<file path="src/rtl/mc_maindec.sv">
// mc_maindec: multicycle main control unit for the 4-bit CPU datapath.
// Steps each instruction through fetch/decode/execute/memory/writeback over a
// shared instruction/data memory with a ready handshake. Also handles a
// multi-cycle divider, traps illegal opcodes and times out stalled memory.
//
// Parameters:
//   OPW     - opcode width (>= 4); opcodes >= 16 are illegal
//   TIMEOUT - max cycles of mem_req without mem_ready before trapping (0 = off)
// Ports:
//   clk, reset           - rising-edge clock, async active-high reset
//   op                   - opcode from the instruction register
//   zero                 - ALU zero flag (drives pcsrc in BRANCH)
//   mem_ready            - memory completed the current request this cycle
//   div_done             - divider result valid
//   mem_req, iord        - memory request, address select (0 PC, 1 ALU)
//   memwrite ... jump    - datapath controls
//   aluop                - 00 add, 01 sub/compare, 10 R-type
//   div_start            - one-cycle divider start pulse
//   instr_done           - pulse on the last cycle of each instruction
//   illegal, bus_err     - sticky trap causes
//   state                - current state encoding (debug)
module mc_maindec #(
  parameter int unsigned OPW     = 4,
  parameter int unsigned TIMEOUT = 16
) (
  input  logic           clk,
  input  logic           reset,
  input  logic [OPW-1:0] op,
  input  logic           zero,
  input  logic           mem_ready,
  input  logic           div_done,
  output logic           mem_req,
  output logic           iord,
  output logic           memwrite,
  output logic           irwrite,
  output logic           pcwrite,
  output logic           pcsrc,
  output logic           alusrc,
  output logic           regdst,
  output logic           regwrite,
  output logic           memtoreg,
  output logic           jump,
  output logic [1:0]     aluop,
  output logic           div_start,
  output logic           instr_done,
  output logic           illegal,
  output logic           bus_err,
  output logic [3:0]     state
);

  // Keep at least one counter bit so TIMEOUT=0 still elaborates.
  localparam int unsigned CntW = (TIMEOUT > 0) ? $clog2(TIMEOUT + 1) : 1;

  typedef enum logic [3:0] {
    StIdle    = 4'd0,
    StFetch   = 4'd1,
    StDecode  = 4'd2,
    StExecR   = 4'd3,
    StDivWait = 4'd4,
    StMemAddr = 4'd5,
    StMemRd   = 4'd6,
    StMemWr   = 4'd7,
    StWbMem   = 4'd8,
    StExecI   = 4'd9,
    StBranch  = 4'd10,
    StJump    = 4'd11,
    StTrap    = 4'd12
  } state_e;

  state_e            state_q, state_d;
  logic [CntW-1:0]   cnt_q, cnt_d;
  logic              store_q, store_d;
  logic              illegal_q, illegal_d;
  logic              bus_err_q, bus_err_d;

  logic [31:0]       op_ext;
  logic              op_illegal;
  logic [3:0]        opc;
  logic              timeout_hit;
  logic              mem_entry;

  // Zero-extend so the >= 16 test works for any OPW, including OPW = 4.
  assign op_ext     = 32'(op);
  assign op_illegal = (op_ext > 32'd15);
  assign opc        = op[3:0];

  // Trap on the request cycle that would bring the count up to TIMEOUT.
  always_comb begin
    timeout_hit = 1'b0;
    if (TIMEOUT != 0) begin
      timeout_hit = !mem_ready && (cnt_q == CntW'(TIMEOUT - 1));
    end
  end

  always_comb begin
    state_d    = state_q;
    store_d    = store_q;
    illegal_d  = illegal_q;
    bus_err_d  = bus_err_q;
    mem_req    = 1'b0;
    iord       = 1'b0;
    memwrite   = 1'b0;
    irwrite    = 1'b0;
    pcwrite    = 1'b0;
    pcsrc      = 1'b0;
    alusrc     = 1'b0;
    regdst     = 1'b0;
    regwrite   = 1'b0;
    memtoreg   = 1'b0;
    jump       = 1'b0;
    aluop      = 2'b00;
    div_start  = 1'b0;
    instr_done = 1'b0;

    case (state_q)
      StIdle: state_d = StFetch;

      StFetch: begin
        mem_req = 1'b1;
        if (mem_ready) begin
          irwrite = 1'b1;
          pcwrite = 1'b1;
          state_d = StDecode;
        end else if (timeout_hit) begin
          bus_err_d = 1'b1;
          state_d   = StTrap;
        end
      end

      StDecode: begin
        if (op_illegal) begin
          illegal_d = 1'b1;
          state_d   = StTrap;
        end else begin
          case (opc)
            4'd8: begin
              div_start = 1'b1;
              state_d   = StDivWait;
            end
            4'd10, 4'd11: begin
              store_d = (opc == 4'd11);
              state_d = StMemAddr;
            end
            4'd12, 4'd13: state_d = StExecI;
            4'd14:        state_d = StBranch;
            4'd15:        state_d = StJump;
            default:      state_d = StExecR;  // 0-7 and 9
          endcase
        end
      end

      StExecR: begin
        aluop      = 2'b10;
        regdst     = 1'b1;
        regwrite   = 1'b1;
        instr_done = 1'b1;
        state_d    = StFetch;
      end

      StDivWait: begin
        aluop  = 2'b10;
        regdst = 1'b1;
        if (div_done) begin
          regwrite   = 1'b1;
          instr_done = 1'b1;
          state_d    = StFetch;
        end
      end

      StMemAddr: begin
        alusrc  = 1'b1;
        state_d = store_q ? StMemWr : StMemRd;
      end

      StMemRd: begin
        mem_req = 1'b1;
        iord    = 1'b1;
        alusrc  = 1'b1;
        if (mem_ready) begin
          state_d = StWbMem;
        end else if (timeout_hit) begin
          bus_err_d = 1'b1;
          state_d   = StTrap;
        end
      end

      StMemWr: begin
        mem_req  = 1'b1;
        iord     = 1'b1;
        memwrite = 1'b1;
        alusrc   = 1'b1;
        if (mem_ready) begin
          instr_done = 1'b1;
          state_d    = StFetch;
        end else if (timeout_hit) begin
          bus_err_d = 1'b1;
          state_d   = StTrap;
        end
      end

      StWbMem: begin
        memtoreg   = 1'b1;
        regwrite   = 1'b1;
        instr_done = 1'b1;
        state_d    = StFetch;
      end

      StExecI: begin
        alusrc     = 1'b1;
        regwrite   = 1'b1;
        instr_done = 1'b1;
        state_d    = StFetch;
      end

      StBranch: begin
        aluop      = 2'b01;
        pcsrc      = zero;
        instr_done = 1'b1;
        state_d    = StFetch;
      end

      StJump: begin
        jump       = 1'b1;
        pcwrite    = 1'b1;
        instr_done = 1'b1;
        state_d    = StFetch;
      end

      StTrap: state_d = StTrap;

      default: state_d = StIdle;
    endcase
  end

  // Counter restarts whenever a new memory wait begins or memory answers.
  assign mem_entry = (state_d != state_q) &&
                     ((state_d == StFetch) || (state_d == StMemRd) || (state_d == StMemWr));

  always_comb begin
    cnt_d = cnt_q;
    if (mem_ready || mem_entry) begin
      cnt_d = '0;
    end else if (mem_req) begin
      cnt_d = cnt_q + CntW'(1);
    end
  end

  always_ff @(posedge clk or posedge reset) begin
    if (reset) begin
      state_q   <= StIdle;
      cnt_q     <= '0;
      store_q   <= 1'b0;
      illegal_q <= 1'b0;
      bus_err_q <= 1'b0;
    end else begin
      state_q   <= state_d;
      cnt_q     <= cnt_d;
      store_q   <= store_d;
      illegal_q <= illegal_d;
      bus_err_q <= bus_err_d;
    end
  end

  assign illegal = illegal_q;
  assign bus_err = bus_err_q;
  assign state   = state_q;

endmodule

</file>
<file path="config.mk">
export PLATFORM = sky130hd
export DESIGN_NAME = mc_maindec
export DESIGN_NICKNAME = d
export VERILOG_FILES = /design/src/rtl/mc_maindec.sv
export SDC_FILE = /design/constraint.sdc
export NUM_CORES = 1
export LEC_CHECK = 0
export CAP_MARGIN = 25
export CORE_AREA = 2 2 51 48
export DETAILED_ROUTE_END_ITERATION = 6
export DIE_AREA = 0 0 53 50
export PLACE_DENSITY = 0.81
export SETUP_SLACK_MARGIN = 0.2
export SLEW_MARGIN = 20
export SYNTH_ARGS = -nofsm -noshare
export SYNTH_HDL_FRONTEND = slang
export SYNTH_SLANG_ARGS = --single-unit
</file>
<file path="constraint.sdc">
create_clock -name clk -period 7.54 [get_ports clk]
set_clock_uncertainty 0.1 [all_clocks]
set_input_delay 1.131 -clock clk [delete_from_list [all_inputs] [get_ports clk]]
set_output_delay 1.131 -clock clk [all_outputs]
set_load 0.005 [all_outputs]
</file>
==> results of run 1 <==
## flip-flops by register name, summed over array words and instances, names as in the netlist
name and cells:
store_q 1, state 4, bus_err 1, cnt_q 5
## final cells by class
cell class                 instances  share of cell area (%)
sequential                        11                    21.4
multi-input combinational         99                    51.1
timing repair buffer              28                    21.8
tap                               27                    2.63
clock inverter                     1                   0.389
clock buffer                       3                    1.75
inverter                           3                   0.876
## power groups by stage
| stage | sequential [mW] | combinational [mW] | clock (mW) |
|---|---|---|---|
| detailed placement | 0.118 | 0.251 | 0 |
| CTS | 0.116 | 0.251 | 0.0400 |
| global placement | 0.117 | 0.244 | 0 |
| floorplan | 0.0839 | 0.197 | 0 |
| finish | 0.117 | 0.250 | 0.0379 |
| global route | 0.123 | 0.273 | 0.0435 |
## critical path, delay by kind of cell
family / cells / cell delay (ns)
simple gates: 1 / 0.46
compound gates: 2 / 0.27
buf+inv: 2 / 1.01
## worst max path at each step
stage,startpoint,to,depth (start not counted),slack (ns)
final,div_done,instr_done,5,3.44
after floorplan,mem_ready,pcwrite,4,4.47
after CTS,div_done,instr_done,5,3.40
after global routing,div_done,instr_done,5,3.33
after global placement,mem_ready,pcwrite,5,3.52
after detailed placement,div_done,instr_done,5,3.41
## per-layer routing
layer  track usage (%)  part of all wire [%]  vias up
met4              6.84                     0        0
met2              33.5                    51       29
met5                 0                     0        -
met3             0.909                   4.7        0
li1                  -                     -      491
met1              23.3                    44      467
## placed cells by master (no fill, tap or decap), types with 4 or more instances in the layout
cell type	instances
sky130_fd_sc_hd__clkdlybuf4s50_1	28
sky130_fd_sc_hd__nor2_1	12
sky130_fd_sc_hd__nand2_1	12
sky130_fd_sc_hd__dfrtp_1	11
sky130_fd_sc_hd__nand2b_1	7
sky130_fd_sc_hd__nor3_1	7
sky130_fd_sc_hd__nor2b_1	5
sky130_fd_sc_hd__a21oi_1	4
## cell families after synthesis
kind of cell             after synthesis  synth area share (%)
AO/OA/AOI/OAI                         28                  22.4
XOR/XNOR                               4                  3.49
adder cells (fa/ha/maj)                2                  2.49
buffers and inverters                 13                  7.22
flip-flops                            11                  27.4
multiplexers                           3                  3.24
other                                  1                 0.373
AND/OR/NAND/NOR                       61                  33.4
==> run summary, run 1 <==
CTS built an H-tree with a depth of 1. For the worst setup path, the data required time is 6.31 ns. The minimum hold slack is roughly 0.36 ns. The tree is rooted in a sky130_fd_sc_hd__clkbuf_4. The number of cells traversed by the worst register-to-register path came out at 9. The worst-skew pair later-pin latency is around 0.26 ns. Setup repair after global routing left no endpoint under its margin. The path category of the worst min-delay check is reg2reg. Counting flops and latches in the post-synthesis netlist gives 11. The final layout contains between 150 and 200 nets. The via total after detailed routing came out at about 1,000. The cell count after placement is 168. The power after layout came out at 405 uW. The pre-CTS worst setup slack is 3.41 ns.

The number of cells produced by synthesis came out at ~120. Walking the worst path, the cells encountered are clkdlybuf4s50_1 -> nor4bb_1 -> a31oi_1 -> o22ai_1 -> clkdlybuf4s50_1. Summing the sequential cell areas from Yosys gives between 20% and 30% of the chip area. The via count of the first global-routing pass came out at between 900 and 1k. The synthesized design spends more area on one cell type than any other, namely sky130_fd_sc_hd__dfrtp_1. The core occupancy in the finished layout is ~60%. The commonest cells after synthesis are sky130_fd_sc_hd__nand2_1, sky130_fd_sc_hd__nor2_1, sky130_fd_sc_hd__dfrtp_1.

The fraction of post-synthesis cell area in the top cell type by area came out at 27.4%. The remaining number of nets flagged by the antenna check after routing is 0. STA classifies the critical path startpoint as an input port. The power per cell area is 315 mW/mm2. The combinational fraction of design power came out at approximately 62%. The worst register-to-register path begins at cnt_q[0]$_DFFE_PP0P_.

The global-route wire length before repair is about 3800 um. The internal power of the cells totals around 230 uW. The post-route setup TNS is 0 ns. The slack of the critical path came out at 3.44 ns. The worst stage delay on the critical path came out at 0.53 ns.

The async set-reset flop share out of synthesis came out at 100%. The global-route usage over all layers came out at between 10% and 20%. Once layout is done, the placed cells without fillers occupy ~0.0013 mm2.

The number of warning messages in the yosys log is 0. The average wire per standard cell came out at approximately 14 um. The count of input and output buffers is 28. The chip width came out at about 53 um.

The post-synthesis area per instance came out at 8.17 um2. The number of remaining DRC errors is 0. The path with the worst hold slack has its endpoint at bus_err$_DFFE_PP0P_.

After layout, the minimum clock period comes to 4.10 ns. In the finished design, the share of the clock period the worst path needs comes to ~54%. The relative contribution of the clock network to total power is under 10%. The sum of routed wire length over all layers came out at 2340 um. The effective utilization at floorplan is between 40% and 50%.

The number of different library cells used by synthesis comes to 47. Pin placement for this block handled 30 I/O pins. Post-CTS timing repair inserted 0 buffers for setup. Gates resized during post-CTS repair numbered 0. The worst register-to-register path ends at cnt_q[4]$_DFFE_PP0P_. Once layout is complete, the cells apart from fillers number 172. The maximum count of clock buffers along a single path came out at 2. The number of hold-repair buffers added at the cts stage is 0.

The critical path is of the in2out type. The worst-case vdd ir drop came out at 0.241 mV. The number of design-rule violations left by the first detailed-router iteration came out at 13. The number of enable-type register cells in the synthesized netlist came out at 0. The count of endpoints failing setup in the final report came out at 0. The switching power share of the total came out at 43.7%.

The worst setup path is captured at an output port. Data arrives at the worst endpoint at roughly 2.9 ns. The static leakage power is roughly 0.53 nW. The antenna diode instance count is 0. The final count of pins violating max slew is 0. The number of clock sinks is 11.

The final-layout fill cell count is slightly below 200. The multi-input combinational cells in the finished layout cover a total of 657 um2. The floorplan has 16 rows. The area taken by flip-flops and latches is approximately 280 um2.

The cell area after technology mapping came out at roughly 0.001 mm2. The die covers roughly 0.0027 mm2. On the critical path, the stage with the largest delay is an instance of sky130_fd_sc_hd__clkdlybuf4s50_1. In this run the vertical extent of the chip is 50 um. Of the cells placed in the final design, the portion with a size suffix greater than 1 is under 10%. The achievable frequency came out at between 200 and 250 MHz.

In this run the standard cell core region covers about 0.0021 mm2. The number of clock buffers inserted by TritonCTS came out at 3. The initial antenna violation count was 0. The final global-route overflow total came out at 0.

The pin count of the biggest net entering global routing is 23. The worst hold path begins at bus_err$_DFFE_PP0P_. The final weighted congestion in routability-driven placement is 0.885. The measured slew at the worst slew-check pin is around 0.64 ns. The number of cells on the worst hold path came out at 1. The maximum fanout along the worst path is 3. Across all register-to-register paths, the minimum setup slack is a little under 5 ns. The most instantiated flip-flop cell in the synthesis netlist is sky130_fd_sc_hd__dfrtp_1. The synthesized net count came out at 134. Sequential cells burn ~29% of the power. TritonCTS built the clock tree. The half-perimeter wire length after placement is approximately 1800 um. Counting stages on the worst path, the most repeated cell is sky130_fd_sc_hd__clkdlybuf4s50_1. Sorting the synthesized cells by area gives the leading types as sky130_fd_sc_hd__dfrtp_1, sky130_fd_sc_hd__nand2_1, sky130_fd_sc_hd__nor2_1. The cell area after placement came out at ~0.0013 mm2. The worst slew slack as a fraction of its limit came out at 57.1%. The detailed-router iteration count before antenna repair came out at 4. The clock slew seen by the registers of the worst setup and hold paths is around 0.060 ns.

Compared with the post-synthesis result, the final layout area differs by 27.9%. The run finished with clean final reports. In this run the power spent charging and discharging nets is around 180 uW. The reported max-cap violation count came out at 0. The number of hold violations in the final report came out at 0. After detailed routing, the number of vias per cell comes to ~5.7.
(Power assumes the default switching activity.)
==> inputs of run 2 (changes only) <==
--- a/config.mk
+++ b/config.mk
@@ -6,10 +6,10 @@
 export NUM_CORES = 1
 export LEC_CHECK = 0
 export CAP_MARGIN = 25
-export CORE_AREA = 2 2 51 48
+export CORE_AREA = 2 2 55 52
 export DETAILED_ROUTE_END_ITERATION = 6
-export DIE_AREA = 0 0 53 50
-export PLACE_DENSITY = 0.81
+export DIE_AREA = 0 0 57 54
+export PLACE_DENSITY = 0.73
 export SETUP_SLACK_MARGIN = 0.2
 export SLEW_MARGIN = 20
 export SYNTH_ARGS = -nofsm -noshare
==> constraint.sdc (replaced) <==
create_clock -name clk -period 3.45 [get_ports clk]
set_clock_uncertainty 0.1 [all_clocks]
set_input_delay 0.5175 -clock clk [delete_from_list [all_inputs] [get_ports clk]]
set_output_delay 0.5175 -clock clk [all_outputs]
set_load 0.005 [all_outputs]
==> run 2 against run 1 <==
Effect of this change: clock power up 120%; sequential share of layout area about the same; highest routed layer is now met4; flip-flop and latch count unchanged; critical endpoint unchanged; cell count up 1.7%; setup slack worse by 2.9 ns; first-iteration DRC count up 69%; cell area up 0.19%; critical path depth down 1; via count down 0.30%; critical path type is now reg2out.
==> run summary, run 2 (synthesis gave the netlist of run 1 again) <==
The share of layout cells above drive strength 1 is 7.59% (-0.69 points). The worst-skew pair later-pin latency is 0.26 ns (about the same). The min-delay analysis places its worst path in the category reg2reg. The global-route wire length before repair is 3950 um (+4.5%). Dividing the final minimum period by the clock period gives 84.8%. The average wire per standard cell came out at 13.8 um (+1.3%). The number of clock buffers inserted by TritonCTS came out at 3 (unchanged). The final-layout fill cell count came out at 266 (+36%). The number of placement rows came out at 18 (+2). The area added between synthesis and finish came out at 28.1%. The via total after detailed routing is 984 (-0.30%). Leaving out fill and tap cells, the most frequent cell in the layout is sky130_fd_sc_hd__clkdlybuf4s50_1. The count of boundary I/O pins was 30 (unchanged).

The relative contribution of the clock network to total power came out at 9.3% (about the same). The final cell area excluding filler cells came out at 0.00129 mm2 (+0.19%). The detail-routed via count per cell is 5.62 (-2.0%). The core box area was 0.00257 mm2 (+22%). The count of H-tree levels built during CTS came out at 1 (unchanged).

The clock slew seen by the registers of the worst setup and hold paths is 0.07 ns (about the same). The number of remaining DRC errors came to 0 (unchanged). The count of endpoints failing setup in the final report came out at 0 (unchanged).

The remaining number of nets flagged by the antenna check after routing is 0 (unchanged). The chip width was 57 um (+7.5%). The maximum count of clock buffers along a single path is 2 (unchanged). The multi-input logic area came out at 657 um2 (unchanged). The vertical die dimension came out at 54 um (+8.0%). Leaving out fill and tap cells, the most frequent cells in the layout are sky130_fd_sc_hd__clkdlybuf4s50_1, sky130_fd_sc_hd__nor2_1, sky130_fd_sc_hd__nand2_1, sky130_fd_sc_hd__dfrtp_1. The final layout net count is 157 (unchanged). STA classifies the critical path endpoint as an output port. The post-route setup TNS is 0 ns (unchanged). The full die area is 0.00308 mm2 (+16%). The tree is rooted in a sky130_fd_sc_hd__clkbuf_4. Static timing analysis puts the maximum clock frequency at between 300 and 400 MHz.

The sum of routed wire length over all layers came out at 2410 um (+3.1%). The switching power share of the total is 43.5% (-0.19 points). The power per cell area was 687 mW/mm2 (+120%). The antenna diode instance count was 0 (unchanged). The pin count of the biggest net entering global routing is 23 (unchanged).

More flip-flops sit in one register than any other, and that register is cnt_q. The maximum fanout along the worst path is 22 (+19). The number of hold-repair buffers added at the cts stage is 0 (unchanged). The flow ran to the end, and the final reports show no timing, DRC or antenna violations. The effective utilization at floorplan came out at 39.1% (-8.7 points). The required time of the critical path is 2.83 ns (-3.48 ns). The global-route usage over all layers was 16.4% (-2.4 points). Subtracting the final worst setup slack from the clock period gives 2.93 ns. The number of hold violations in the final report came to 0 (unchanged). The CTS tree is yes.

The area taken by flip-flops and latches is 275 um2 (unchanged). The measured slew at the worst slew-check pin came out at 0.679 ns (+0.0361 ns). The count of buffers added by post-CTS timing repair for setup was 0 (unchanged). The number of design-rule violations left by the first detailed-router iteration came out at 22 (+9). The total internal power came out at 500 uW (+120%). The number of flip-flops under the largest register name came out at 5 (unchanged). The final weighted congestion in routability-driven placement came out at 0.860 (-2.9%). The launching element type of the critical path is a flip-flop. The initial antenna violation count is 0 (unchanged). The final count of pins violating max slew is 0 (unchanged). The worst slew slack as a fraction of its limit came out at 54.7% (-2.4 points). The worst stage delay on the critical path is 0.75 ns (+0.22 ns). The cell area after placement is 0.00126 mm2 (+0.30%). Setup repair after global routing left no endpoint under its margin. The combinational fraction of design power came out at 61.7% (about the same). The share of total power in sequential cells is 28.9% (about the same). The worst endpoint data arrival time is 2.31 ns (-0.56 ns).

Among all stages on the critical path, the largest delay is contributed by sky130_fd_sc_hd__dfrtp_1. The half-perimeter wire length after placement is 1880 um (+3.3%). The via count of the first global-routing pass is 977 (+7.6%). The post-cts repair resize count came out at 0 (unchanged). The reported max-cap violation count is 0 (unchanged). The worst setup path is of the reg2out kind.

The number of clock sinks came out at 11 (unchanged). Traced cell by cell, the critical path runs through nor4bb_1 -> a31oi_1 -> o22ai_1 -> clkdlybuf4s50_1. The switching power came out at 385 uW (+120%). The count of input and output buffers is 28 (unchanged). The worst-case vdd ir drop is 0.329 mV (+36%). The static leakage power was 0.524 nW (-0.52%). The final global-route overflow total is 0 (unchanged). The detailed-router iteration count before antenna repair came out at 4 (unchanged).
run 2: cell types whose count changed in the layout (fill, tap and decap cells not counted):
cell,delta
sky130_fd_sc_hd__clkinv_2,-1
sky130_fd_sc_hd__clkbuf_1,+1
run 2: power groups by stage:
stage	logic, mW	registers, mW	clock network [mW]
finish	0.546	0.256	0.0827
floorplan	0.430	0.183	0
detailed placement	0.549	0.257	0
global route	0.599	0.267	0.0926
CTS	0.551	0.254	0.0864
global placement	0.539	0.256	0
run 2: per-layer routing:
layer	track usage, %	vias to the layer above	wire length (um)
met5	0	-	0
met4	7.75	0	4
met3	2.40	2	139
met2	31.4	27	1240
met1	18.1	470	1030
li1	-	485	-
run 2: worst max-delay path, delay by kind of cell (launching register included):
| family | cells | cell delay (ns) |
|---|---|---|
| simple gates | 1 | 0.49 |
| buf+inv | 1 | 0.53 |
| flops | 1 | 0.75 |
| compound gates | 2 | 0.28 |
run 2: path summary, 6_finish.rpt:
kind | slack, ns | end | cells after the start | start
setup / recovery | 0.52 | instr_done | 4 | state[2]$_DFF_PP0_
hold / removal | 0.38 | bus_err$_DFFE_PP0P_ | 1 | bus_err$_DFFE_PP0P_
setup reg to reg | 0.79 | cnt_q[4]$_DFFE_PP0P_ | 9 | cnt_q[0]$_DFFE_PP0P_
hold reg to reg | 0.38 | bus_err$_DFFE_PP0P_ | 1 | bus_err$_DFFE_PP0P_
max in group asynchronous | 2.53 | state[3]$_DFF_PP0_ | 2 | reset
min in group asynchronous | 0.44 | cnt_q[0]$_DFFE_PP0P_ | 2 | reset
run 2: metrics by stage:
stage	utilization [%]	setup WS, ns	hold slack [ns]	power (mW)	std cells
floorplan	-	1.02	0.270	0.614	123
global route	50.1	0.386	0.405	0.959	175
CTS	50.1	0.492	0.380	0.892	175
detailed placement	49.1	0.510	0.360	0.806	171
finish	50.1	0.523	0.377	0.885	175
global placement	49.1	0.537	0.363	0.795	171
run 2: layout make-up:
type,count,area share [%]
well taps,30,2.92
flip-flops and latches,11,21.4
inverters,3,0.875
multi-input cells,99,51.0
clock buffers,4,2.04
repair buffers,28,21.8
